File: src/rtl/fifo_rd_unpack_16to8_if.sv
// Bundle between the FIFO read port, the drain engine and a byte-wide consumer.
// master: the drain engine. slave: the FIFO/consumer side.
interface fifo_rd_unpack_16to8_if;
  logic        flush;
  logic [15:0] fifo_rd_data;
  logic        fifo_rd_empty;
  logic        fifo_rd_en;
  logic [7:0]  m_data;
  logic        m_valid;
  logic        m_ready;
  logic        m_odd;
  logic [2:0]  buf_level;

  modport master (
    input  flush,
    input  fifo_rd_data,
    input  fifo_rd_empty,
    input  m_ready,
    output fifo_rd_en,
    output m_data,
    output m_valid,
    output m_odd,
    output buf_level
  );

  modport slave (
    output flush,
    output fifo_rd_data,
    output fifo_rd_empty,
    output m_ready,
    input  fifo_rd_en,
    input  m_data,
    input  m_valid,
    input  m_odd,
    input  buf_level
  );
endinterface

File: src/rtl/fifo_rd_unpack_16to8.sv
// Drains 16-bit words from a FIFO read port with registered read latency and
// presents them as two 8-bit beats on a valid/ready stream. A 4-entry buffer plus
// a credit count (buffered + in-flight words) keeps reads from ever overflowing.
// RD_LATENCY must be 1 or 2.
module fifo_rd_unpack_16to8 #(
  parameter int unsigned RD_LATENCY = 1,
  parameter bit          LSB_FIRST  = 1'b1
) (
  input logic                    rd_clk,
  input logic                    rd_rst_n,
  fifo_rd_unpack_16to8_if.master bus
);

  typedef enum logic {StByte0, StByte1} state_e;

  state_e                  state_q, state_d;
  logic [15:0]             mem_q [4];
  logic [1:0]              wptr_q, wptr_d;
  logic [1:0]              rptr_q, rptr_d;
  logic [2:0]              level_q, level_d;
  logic [1:0]              inflight_q, inflight_d;
  logic [RD_LATENCY-1:0]   vld_q, vld_d;

  logic        rd_en;
  logic        tail;
  logic        push;
  logic        pop;
  logic        hs;
  logic        valid;
  logic        sel_low;
  logic [3:0]  credits_used;
  logic [15:0] head;

  // Credit: every word either buffered or still in the read pipe holds a slot.
  assign credits_used = {1'b0, level_q} + {2'b00, inflight_q};
  // Gated by reset so no read escapes while the block is held in reset.
  assign rd_en = rd_rst_n && !bus.fifo_rd_empty && !bus.flush && (credits_used < 4'd4);
  assign tail  = vld_q[RD_LATENCY-1];
  assign push  = tail && !bus.flush;
  assign valid = (level_q != 3'd0);
  assign hs    = valid && bus.m_ready;
  assign pop   = hs && (state_q == StByte1) && !bus.flush;

  assign head    = mem_q[rptr_q];
  assign sel_low = ((state_q == StByte0) == LSB_FIRST);

  assign bus.fifo_rd_en = rd_en;
  assign bus.m_valid    = valid;
  assign bus.m_data     = sel_low ? head[7:0] : head[15:8];
  assign bus.m_odd      = (state_q == StByte1);
  assign bus.buf_level  = level_q;

  // Read-return pipe, pointers, level and in-flight count next state.
  always_comb begin
    vld_d      = '0;
    wptr_d     = wptr_q;
    rptr_d     = rptr_q;
    level_d    = level_q;
    inflight_d = inflight_q;
    if (bus.flush) begin
      // Reads already issued come back into a cleared pipe and are dropped.
      wptr_d     = 2'd0;
      rptr_d     = 2'd0;
      level_d    = 3'd0;
      inflight_d = 2'd0;
    end else begin
      vld_d[0] = rd_en;
      for (int unsigned i = 1; i < RD_LATENCY; i++) begin
        vld_d[i] = vld_q[i-1];
      end
      inflight_d = inflight_q + 2'(rd_en) - 2'(tail);
      if (push) wptr_d = wptr_q + 2'd1;
      if (pop)  rptr_d = rptr_q + 2'd1;
      unique case ({push, pop})
        2'b10:   level_d = level_q + 3'd1;
        2'b01:   level_d = level_q - 3'd1;
        default: level_d = level_q;
      endcase
    end
  end

  // Byte phase: advance on each accepted beat, restart at the low/high first half on flush.
  always_comb begin
    state_d = state_q;
    if (bus.flush) begin
      state_d = StByte0;
    end else if (hs) begin
      unique case (state_q)
        StByte0: state_d = StByte1;
        StByte1: state_d = StByte0;
        default: state_d = StByte0;
      endcase
    end
  end

  // Control state registers.
  always_ff @(posedge rd_clk or negedge rd_rst_n) begin
    if (!rd_rst_n) begin
      state_q    <= StByte0;
      wptr_q     <= 2'd0;
      rptr_q     <= 2'd0;
      level_q    <= 3'd0;
      inflight_q <= 2'd0;
      vld_q      <= '0;
    end else begin
      state_q    <= state_d;
      wptr_q     <= wptr_d;
      rptr_q     <= rptr_d;
      level_q    <= level_d;
      inflight_q <= inflight_d;
      vld_q      <= vld_d;
    end
  end

  // Word buffer; cleared on reset so m_data idles at 0x00.
  always_ff @(posedge rd_clk or negedge rd_rst_n) begin
    if (!rd_rst_n) begin
      for (int i = 0; i < 4; i++) begin
        mem_q[i] <= 16'h0000;
      end
    end else if (push) begin
      mem_q[wptr_q] <= bus.fifo_rd_data;
    end
  end

endmodule

File: src/flat_wrapper.sv
// flat-port wrapper written by rule: the top's interface ports become plain ports
module fifo_rd_unpack_16to8_flat 
#(
  parameter int unsigned RD_LATENCY = 1,
  parameter bit          LSB_FIRST  = 1'b1
)
  (rd_clk, rd_rst_n, bus_flush, bus_fifo_rd_data, bus_fifo_rd_empty, bus_m_ready, bus_fifo_rd_en, bus_m_data, bus_m_valid, bus_m_odd, bus_buf_level);
  fifo_rd_unpack_16to8_if bus_i ();
  input logic rd_clk;
  input logic rd_rst_n;
  input wire logic [$bits(bus_i.flush)-1:0] bus_flush;
  input wire logic [$bits(bus_i.fifo_rd_data)-1:0] bus_fifo_rd_data;
  input wire logic [$bits(bus_i.fifo_rd_empty)-1:0] bus_fifo_rd_empty;
  input wire logic [$bits(bus_i.m_ready)-1:0] bus_m_ready;
  output wire logic [$bits(bus_i.fifo_rd_en)-1:0] bus_fifo_rd_en;
  output wire logic [$bits(bus_i.m_data)-1:0] bus_m_data;
  output wire logic [$bits(bus_i.m_valid)-1:0] bus_m_valid;
  output wire logic [$bits(bus_i.m_odd)-1:0] bus_m_odd;
  output wire logic [$bits(bus_i.buf_level)-1:0] bus_buf_level;
  assign bus_i.flush = bus_flush;
  assign bus_i.fifo_rd_data = bus_fifo_rd_data;
  assign bus_i.fifo_rd_empty = bus_fifo_rd_empty;
  assign bus_i.m_ready = bus_m_ready;
  assign bus_fifo_rd_en = bus_i.fifo_rd_en;
  assign bus_m_data = bus_i.m_data;
  assign bus_m_valid = bus_i.m_valid;
  assign bus_m_odd = bus_i.m_odd;
  assign bus_buf_level = bus_i.buf_level;
  fifo_rd_unpack_16to8 #(.RD_LATENCY(RD_LATENCY), .LSB_FIRST(LSB_FIRST)) u_core (.rd_clk(rd_clk), .rd_rst_n(rd_rst_n), .bus(bus_i));
endmodule
File: config.mk
export PLATFORM = sky130hd
export DESIGN_NAME = fifo_rd_unpack_16to8_flat
export DESIGN_NICKNAME = d
export VERILOG_FILES = /design/src/rtl/fifo_rd_unpack_16to8_if.sv /design/src/rtl/fifo_rd_unpack_16to8.sv /design/src/flat_wrapper.sv
export SDC_FILE = /design/constraint.sdc
export NUM_CORES = 1
export LEC_CHECK = 0
export ABC_AREA = 0
export CAP_MARGIN = 20
export CORE_MARGIN = 2
export CORE_UTILIZATION = 45
export DETAILED_ROUTE_END_ITERATION = 7
export PLACE_DENSITY = 0.7
export SETUP_SLACK_MARGIN = 0.02
export SYNTH_ARGS = -nofsm -noshare
export SYNTH_HDL_FRONTEND = slang
export SYNTH_SLANG_ARGS = --single-unit
File: constraint.sdc
create_clock -name rd_clk -period 2.6 [get_ports rd_clk]
set_input_delay 0.52 -clock rd_clk [delete_from_list [all_inputs] [get_ports rd_clk]]
set_output_delay 0.52 -clock rd_clk [all_outputs]
set_load 0.01 [all_outputs]
======== After elaboration in Yosys (flattened, before gate mapping) ========
Cells that the tools add are included.
word-level totals
  input bits .............................. 21
  output and inout port bits .............. 14
  register bits after elaboration ......... 75
operators by class
  eq/ne operators ......................... 2
  $add $sub $neg .......................... 7
  magnitude comparators ................... 4
  bitwise gates (word level) .............. 3
  multiplexer cells ....................... 18
  reduce and logical (&&, ||, !) cells .... 15
operator list
  cell                                                                  number
  64-bit bitwise mux                                                    1
  16-bit 2-to-1 mux                                                     3
  16-bit binary-select mux with 2-bit select                            1
  16-bit demux with 2-bit select                                        1
  2-bit 2-to-1 mux                                                      5
  1-bit logical AND                                                     8
  8-bit 2-to-1 mux                                                      1
  3-bit greater-or-equal comparator, second input constant              2
  2-bit inverter with 3-bit output                                      2
  3-bit one-hot mux with 2 select lines                                 1
  2-bit nonzero test                                                    3
  3-bit nonzero test                                                    2
  2-bit by 1-bit adder with 2-bit output, second input constant         2
  3-bit by 2-bit adder with 4-bit output                                1
  4-bit by 3-bit < comparator with 1-bit output, second input constant  1
  3-bit by 1-bit adder with 3-bit output, second input constant         1
  3-bit by 1-bit < comparator with 1-bit output, second input constant  1
  1-bit 2-to-1 mux                                                      3
  3-bit 2-to-1 mux                                                      1
  3-bit by 1-bit subtractor with 3-bit output, second input constant    1
  2-bit by 1-bit adder with 2-bit output                                1
  2-bit by 1-bit == test with 1-bit output, second input constant       1
  2-bit == test, second input constant                                  1
  1-bit logical NOT                                                     2
  3 further kinds                                                       3

======== Longest topological paths before layout ========
Gate-level depths: netlist of run 1.
  depth after elaboration ................. 7
  gate-level depth with buffers ........... 8
  mapped depth without buffers ............ 8

======== Worst setup path after synthesis of run 1 ========
No wires, ideal clock.
  kind .................................... input to register
  start point ............................. input port bus_flush
  end point ............................... register u_core.inflight_q[0]
  data required time ...................... 2.468 ns
  path slack .............................. 0.235 ns
  arrival time ............................ 2.233 ns
  stages on the path ...................... 7
  cell sequence ........................... or4b_1 > a311oi_1 > inv_1 > ha_1 > inv_1 > ha_1 > nor2b_1
on the way
  longest elaborated chain between the ends .. 6
RTL lines
  element                                      RTL line                     source
  from (decl)                                  flat_wrapper.sv:11           input wire logic [$bits(bus_i.flush)-1:0] bus_flush;
  1-bit logical NOT                            fifo_rd_unpack_16to8.sv:37   assign rd_en = rd_rst_n && !bus.fifo_rd_empty && !bus.flush && (credits_used < 4'd4);
  1-bit logical AND (2 in series)              fifo_rd_unpack_16to8.sv:37
  named net bus_fifo_rd_en                     flat_wrapper.sv:15           output wire logic [$bits(bus_i.fifo_rd_en)-1:0] bus_fifo_rd_en;
  2-bit by 1-bit adder with 2-bit output       fifo_rd_unpack_16to8.sv:71   inflight_d = inflight_q + 2'(rd_en) - 2'(tail);
  2-bit by 1-bit subtractor with 2-bit output  fifo_rd_unpack_16to8.sv:71
  2-bit 2-to-1 mux                             fifo_rd_unpack_16to8.sv:60   if (bus.flush) begin
  named net u_core.inflight_d[0]               fifo_rd_unpack_16to8.sv:21   logic [1:0] inflight_q, inflight_d;
  to (signal assigned)                         fifo_rd_unpack_16to8.sv:110  inflight_q <= inflight_d;
  to (decl)                                    fifo_rd_unpack_16to8.sv:21
The timed path passes the listed nets, and every way through them passes these cells.
A chain may end at the register's enable or synchronous reset.

======== Worst setup path after layout of run 1 ========
  start point ............................. register u_core.rptr_q[0]
  end point ............................... output port bus_m_data[3]
on the way
  longest elaborated chain between the ends .. 5
RTL lines
  element                                                 RTL line                     source
  from (decl)                                             fifo_rd_unpack_16to8.sv:19   logic [1:0] rptr_q, rptr_d;
  from (signal assigned)                                  fifo_rd_unpack_16to8.sv:108  rptr_q <= rptr_d;
  2-bit inverter with 3-bit output (not written as such)  fifo_rd_unpack_16to8.sv:44   assign head = mem_q[rptr_q];
  16-bit binary-select mux with 2-bit select              fifo_rd_unpack_16to8.sv:44
  16-bit 2-to-1 mux (not written as such) (2 in series)   fifo_rd_unpack_16to8.sv:44
  8-bit 2-to-1 mux                                        fifo_rd_unpack_16to8.sv:49   assign bus.m_data = sel_low ? head[7:0] : head[15:8];
  to (decl)                                               flat_wrapper.sv:16           output wire logic [$bits(bus_i.m_data)-1:0] bus_m_data;
Every way passes these cells. The select of a mux whose other input is x is not followed.

==> results_dict.tcl, run 1 <==
set metrics [dict create \
    max_slew_margin_pct 36.9 \
    antenna_found_initial 0 \
    drv_slew 0 \
    skew_ns 0.00419 \
    regToRegSetupSlack_ns 0.41 \
    drt_iter0_markers 77 \
    timing.rr.end "u_core.bus.buf_level[1]$_DFFE_PN0P_" \
    overflow 0 \
    vias 2111 \
    worstSetupPathType "reg -> out" \
    finalCriticalPeriod_ns 2.51 \
    port_buffers 34 \
    fmax_mhz 399 \
    cpPeakStageDelay_ns 0.52 \
    num_antenna_cells 0 \
    yosys_warnings 0 \
    grt_max_degree 76 \
    rsz0062_at_grt "false" \
    cts_buffer_depth 2 \
    tightest_slew_ns 0.946 \
    crit_chain "buf_6 -> mux4_2 -> mux2_2 -> dlygate4sd2_1" \
    yosys_register_bits 75 \
    cts_sinks 75 \
    syn_avg_cell_area_um2 15.6 \
    path_max_fanout 5 \
    fillers 655 \
    ys_seq_area_share_pct 51.2 \
    final_cell_mix "75 x dfrtp_1, 69 x mux2_2, 24 x clkdlybuf4s50_1" \
    gp_congestion 0.745 \
    wl_per_cell_um 17.5 \
    via_per_inst 5.44 \
    cp_slowest_cell "mux4_2" \
    r2r_start "u_core.bus.m_odd$_DFFE_PN0P_" \
    hold_class "in -> async" \
    powerDensity_nw_per_um2 612 \
    fp.dieArea_um2 8880 \
    ant_nets 0 \
    yosysUniqueCellTypes 38 \
    core-area_um2 7810 \
    path_delay_family "multiplexers" \
    synth_top_cells_by_area "dfrtp_1 51%, mux2_2 22%, mux4_1 11%, ha_1 2.4%, xnor2_1 1.2%" \
    final_common_cell "dfrtp_1" \
    syn_area_um2 3660 \
    nets 310 \
    dp.cells 370 \
    drc 0 \
    peakVddDrop_mv 0.369 \
    clock_latency_ns 0.34 \
    drtPass1Iterations 4 \
    fp.dieW_um 94.2 \
    synth-edff-count 0 \
    setup_viol 0 \
    syn_inst 235 \
    cts_tree "yes" \
    synth_top_cell_area_share_pct 51.2 \
    crit_cells 4 \
    outcome "finished clean" \
    drive_above_1_share_pct 42.7 \
    final_util_pct 55.4 \
    yosysTopAreaCell "dfrtp_1" \
    synthArstFlopShare_pct 100 \
    grt_pass1_wl_um 11300 \
    cap_violations 0 \
    dieHeight_um 94.2 \
    path_clk_slew_ns 0.07 \
    cts_buffers 9 \
    cp-end-kind "output pin" \
    crit_buf_inv 2 \
    synthesis.nets 264 \
    wl_um 6770 \
    seqCellArea_um2 1880 \
    period_share_pct 96.4 \
    num_rows 32 \
    start_util_pct 46.9 \
    leakage_nw 2.02 \
    h-tree-depth 3 \
    critPathArrivalTime_ns 1.99 \
    worst_ep_required_time_ns 2.08 \
    ioPinCount 35 \
    grt_pass1_vias 2218 \
    area_growth_pct 18.1 \
    r2r_cells 6 \
    multiInputGateArea_um2 1640 \
    track_usage_pct 17.1 \
    root_buffer "clkbuf_8" \
    cp-start-kind "register" \
    hpwl_um 4270 \
    synth_ff_type "dfrtp_1" \
    fin_cells 388 \
    cp-startpoint "u_core.rptr_q[0]$_DFFE_PN0P_" \
    hold_viol_final 0 \
]
==> synth_stat cells (2+ instances only) <==
| library cell | instances |
|---|---|
| a221oi_1 | 2 |
| a311oi_1 | 3 |
| xor2_1 | 2 |
| nand2_1 | 3 |
| buf_1 | 2 |
| mux2_2 | 71 |
| xnor2_1 | 5 |
| nand2_2 | 2 |
| buf_4 | 4 |
| ha_1 | 7 |
| buf_6 | 3 |
| mux4_1 | 16 |
| nor2_1 | 7 |
| inv_1 | 7 |
| mux2_1 | 2 |
| nand2_4 | 2 |
| dfrtp_1 | 75 |
| or3_1 | 2 |
==> per-layer routing <==
metal	global-route usage, %	share of wire (%)	vias to the layer above
li1	-	-	956
met1	21.7	43	1106
met2	29.2	52	39
met3	3.85	3.5	10
met4	5.07	1.4	0
met5	0	0	-
==> repair_timing <==
item	in CTS	in global routing
setup endpoints to repair	9	4
hold buffers	0	0
setup buffers	2	0
gates resized for setup	32	6
==> registers in the layout (all words and copies together), names as in the netlist <==
register,flops
u_core.mem_q,64
u_core.wptr_q,2
u_core.bus.buf_level,3
u_core.rptr_q,2
u_core.inflight_q,2
u_core.tail,1
u_core.bus.m_odd,1
==> where the power goes <==
group / internal [mW] / switching (mW)
Sequential: 1.29 / 0.0733
Clock: 0.396 / 0.407
Combinational: 0.296 / 0.182
Total: 1.98 / 0.662
==> layout make-up <==
type                       instances  share of cell area (%)
sequential                        75                    43.4
clock inverter                     4                   0.578
inverter                           7                   0.607
clock buffer                      12                    3.59
multi-input combinational        140                    37.9
timing repair buffer              48                    11.0
tap                              102                    2.95
==> per-stage QoR <==
step / area (µm²) / setup slack, ns / total power, mW / TNS (ns) / hold WS (ns)
floorplan: 3660 / 0.235 / 1.66 / 0 / 0.224
global placement: 4160 / -0.281 / 1.87 / -0.394 / 0.474
detailed placement: 4160 / -0.319 / 1.89 / -0.539 / 0.481
CTS: 4340 / 0.0360 / 2.69 / 0 / 0.493
global route: 4330 / 0.0226 / 2.78 / 0 / 0.523
finish: 4330 / 0.0930 / 2.65 / 0 / 0.444
==> cells by family (layout without fill, tap and decap cells) <==
family	after synthesis	count (layout)	share of synthesized area [%]
multiplexers	90	90	34.2
adder cells (fa/ha/maj)	8	8	2.94
flip-flops	75	75	51.2
AO/OA/AOI/OAI	12	12	2.77
buffers and inverters	20	71	3.59
AND/OR/NAND/NOR	23	23	3.59
XOR/XNOR	7	7	1.67
==> worst register-to-register path, stage by stage, from the launching register on <==
cell and delay, ns:
dfrtp_1 0.63, o311ai_2 0.21, nor3_1 0.23, fa_1 0.47
and3_1 0.16, a221oi_1 0.28, a311oi_1 0.08
==> worst max path at each step <==
stage	endpoint	slack [ns]
floorplan	u_core.inflight_q[0]$_DFF_PN0_	0.23
global placement	bus_fifo_rd_en	-0.28
detailed placement	bus_fifo_rd_en	-0.32
CTS	bus_m_data[5]	0.04
global route	bus_m_data[6]	0.02
finish	bus_m_data[3]	0.09
(Power assumes the default switching activity.)
==> run 2: changes to the inputs <==
--- a/config.mk
+++ b/config.mk
@@ -6,7 +6,7 @@
 export NUM_CORES = 1
 export LEC_CHECK = 0
 export ABC_AREA = 0
-export CAP_MARGIN = 20
+export CAP_MARGIN = 25
 export CORE_MARGIN = 2
 export CORE_UTILIZATION = 45
 export DETAILED_ROUTE_END_ITERATION = 7
==> results_dict.tcl, run 2 (synthesized netlist as in run 1, its figures left out) <==
set metrics [dict create \
    fmax_mhz 399 \
    peakVddDrop_mv 0.370 \
    area_growth_pct 18.9 \
    cts_tree "yes" \
    endpoint "bus_m_data[6]" \
    regToRegSetupSlack_ns 0.42 \
    wl_per_cell_um 17.4 \
    overflow 0 \
    path_clk_slew_ns 0.07 \
    drive_above_1_share_pct 42.9 \
    max_slew_margin_pct 69.7 \
    num_rows 32 \
    hold_viol_final 0 \
    hpwl_um 4270 \
    fillers 654 \
    cp-end-kind "output pin" \
    hold_class "in -> async" \
    fin_cells 389 \
    tightest_slew_ns 0.455 \
    core-area_um2 7810 \
    drv_slew 0 \
    grt_max_degree 76 \
    nets 311 \
    drt_iter0_markers 48 \
    drtPass1Iterations 4 \
    largest_register "u_core.mem_q" \
    critPathArrivalTime_ns 1.99 \
    placed_area_um2 4160 \
    finalCriticalPeriod_ns 2.51 \
    hold_slack_ns 0.154 \
    period_share_pct 96.4 \
    via_per_inst 5.44 \
    root_buffer "clkbuf_8" \
    cp-start-kind "register" \
    final_util_pct 55.8 \
    grt_pass1_wl_um 11300 \
    final_cell_mix "75 x dfrtp_1, 69 x mux2_2, 24 x clkdlybuf4s50_1" \
    fp.dieArea_um2 8880 \
    post-place-ws_ns -0.319 \
    ioPinCount 35 \
    h-tree-depth 3 \
    r2r_cells 6 \
    antenna_found_initial 0 \
    final_common_cell "dfrtp_1" \
    cts_buffer_depth 2 \
    largest_reg_flops 64 \
    timing.rr.end "u_core.bus.buf_level[1]$_DFFE_PN0P_" \
    rsz0062_at_grt "false" \
    drc 0 \
    path_max_fanout 6 \
    cts_buffers 9 \
    r2r_start "u_core.bus.m_odd$_DFFE_PN0P_" \
    worst_slack_ns 0.0941 \
    fp.dieW_um 94.2 \
    finalInstanceArea_um2 4350 \
    port_buffers 34 \
    cap_violations 0 \
    vias 2116 \
    track_usage_pct 17.1 \
    skew_ns 0.00407 \
    dieHeight_um 94.2 \
    worst_ep_required_time_ns 2.08 \
    cp-startpoint "u_core.rptr_q[0]$_DFFE_PN0P_" \
    outcome "finished clean" \
    ant_nets 0 \
    start_util_pct 46.9 \
    num_antenna_cells 0 \
    dp.cells 370 \
    cts_sinks 75 \
    gp_congestion 0.745 \
    worstSetupPathType "reg -> out" \
    leakage_nw 2.03 \
    setup_viol 0 \
    clock_latency_ns 0.34 \
    grt_pass1_vias 2218 \
    wl_um 6770 \
    powerDensity_nw_per_um2 609 \
]
-- run 2: cell types whose count changed in the layout (fill, tap and decap cells not counted) --
cell,previous run,this run
buf_16,0,1
-- run 2: layout make-up --
type	count	area, µm²	share of cell area, %
clock buffer	12	155	3.56
inverter	7	26.3	0.603
timing repair buffer	49	505	11.6
tap	102	128	2.93
multi-input combinational	140	1640	37.6
sequential	75	1880	43.1
clock inverter	4	25.0	0.575
-- run 2: repair_timing --
item	4_1_cts	5_1_grt
hold endpoints to repair	0	0
hold buffers	0	0
gates resized for setup	32	6
setup endpoints to repair	9	4
buffers inserted	2	0
-- run 2: worst min-delay path by stage --
stage | end | slack [ns] | depth (start not counted)
5_1_grt | u_core.bus.buf_level[2]$_DFFE_PN0P_ | 0.16 | 2
4_1_cts | u_core.mem_q[59]$_DFFE_PN0P_ | 0.49 | 2
3_5_place_dp | u_core.mem_q[39]$_DFFE_PN0P_ | 0.48 | 1
6_report | u_core.bus.buf_level[2]$_DFFE_PN0P_ | 0.15 | 2
3_3_place_gp | u_core.mem_q[3]$_DFFE_PN0P_ | 0.47 | 1
2_1_floorplan | u_core.bus.buf_level[0]$_DFFE_PN0P_ | 0.22 | 0
-- run 2: power breakdown --
| part | internal [mW] | leakage, nW | switching, mW |
|---|---|---|---|
| logic | 0.301 | 0.941 | 0.183 |
| clock network | 0.396 | 0.0884 | 0.407 |
| registers | 1.29 | 1.00 | 0.0735 |
| total | 1.99 | 2.03 | 0.663 |
-- run 2: stage by stage --
step	total power, mW	setup TNS (ns)
detailed placement	1.89	-0.539
CTS	2.69	0
global placement	1.87	-0.394
finish	2.65	0
global route	2.79	0
floorplan	1.66	0
-- run 2: worst max-delay path: stages, from the launching register on --
cell and delay [ns]:
dfrtp_1 0.41, buf_12 0.14, mux4_1 0.53, mux2_2 0.28, dlygate4sd2_1 0.29
-- run 2: routing by layer --
layer	up-vias	GRT usage, %	part of all wire (%)	routed length [µm]
met5	-	0	0	0
met4	0	5.07	1.4	93
met3	10	3.85	3.4	232
met2	37	29.2	53	3550
met1	1111	21.7	43	2890
li1	958	-	-	-
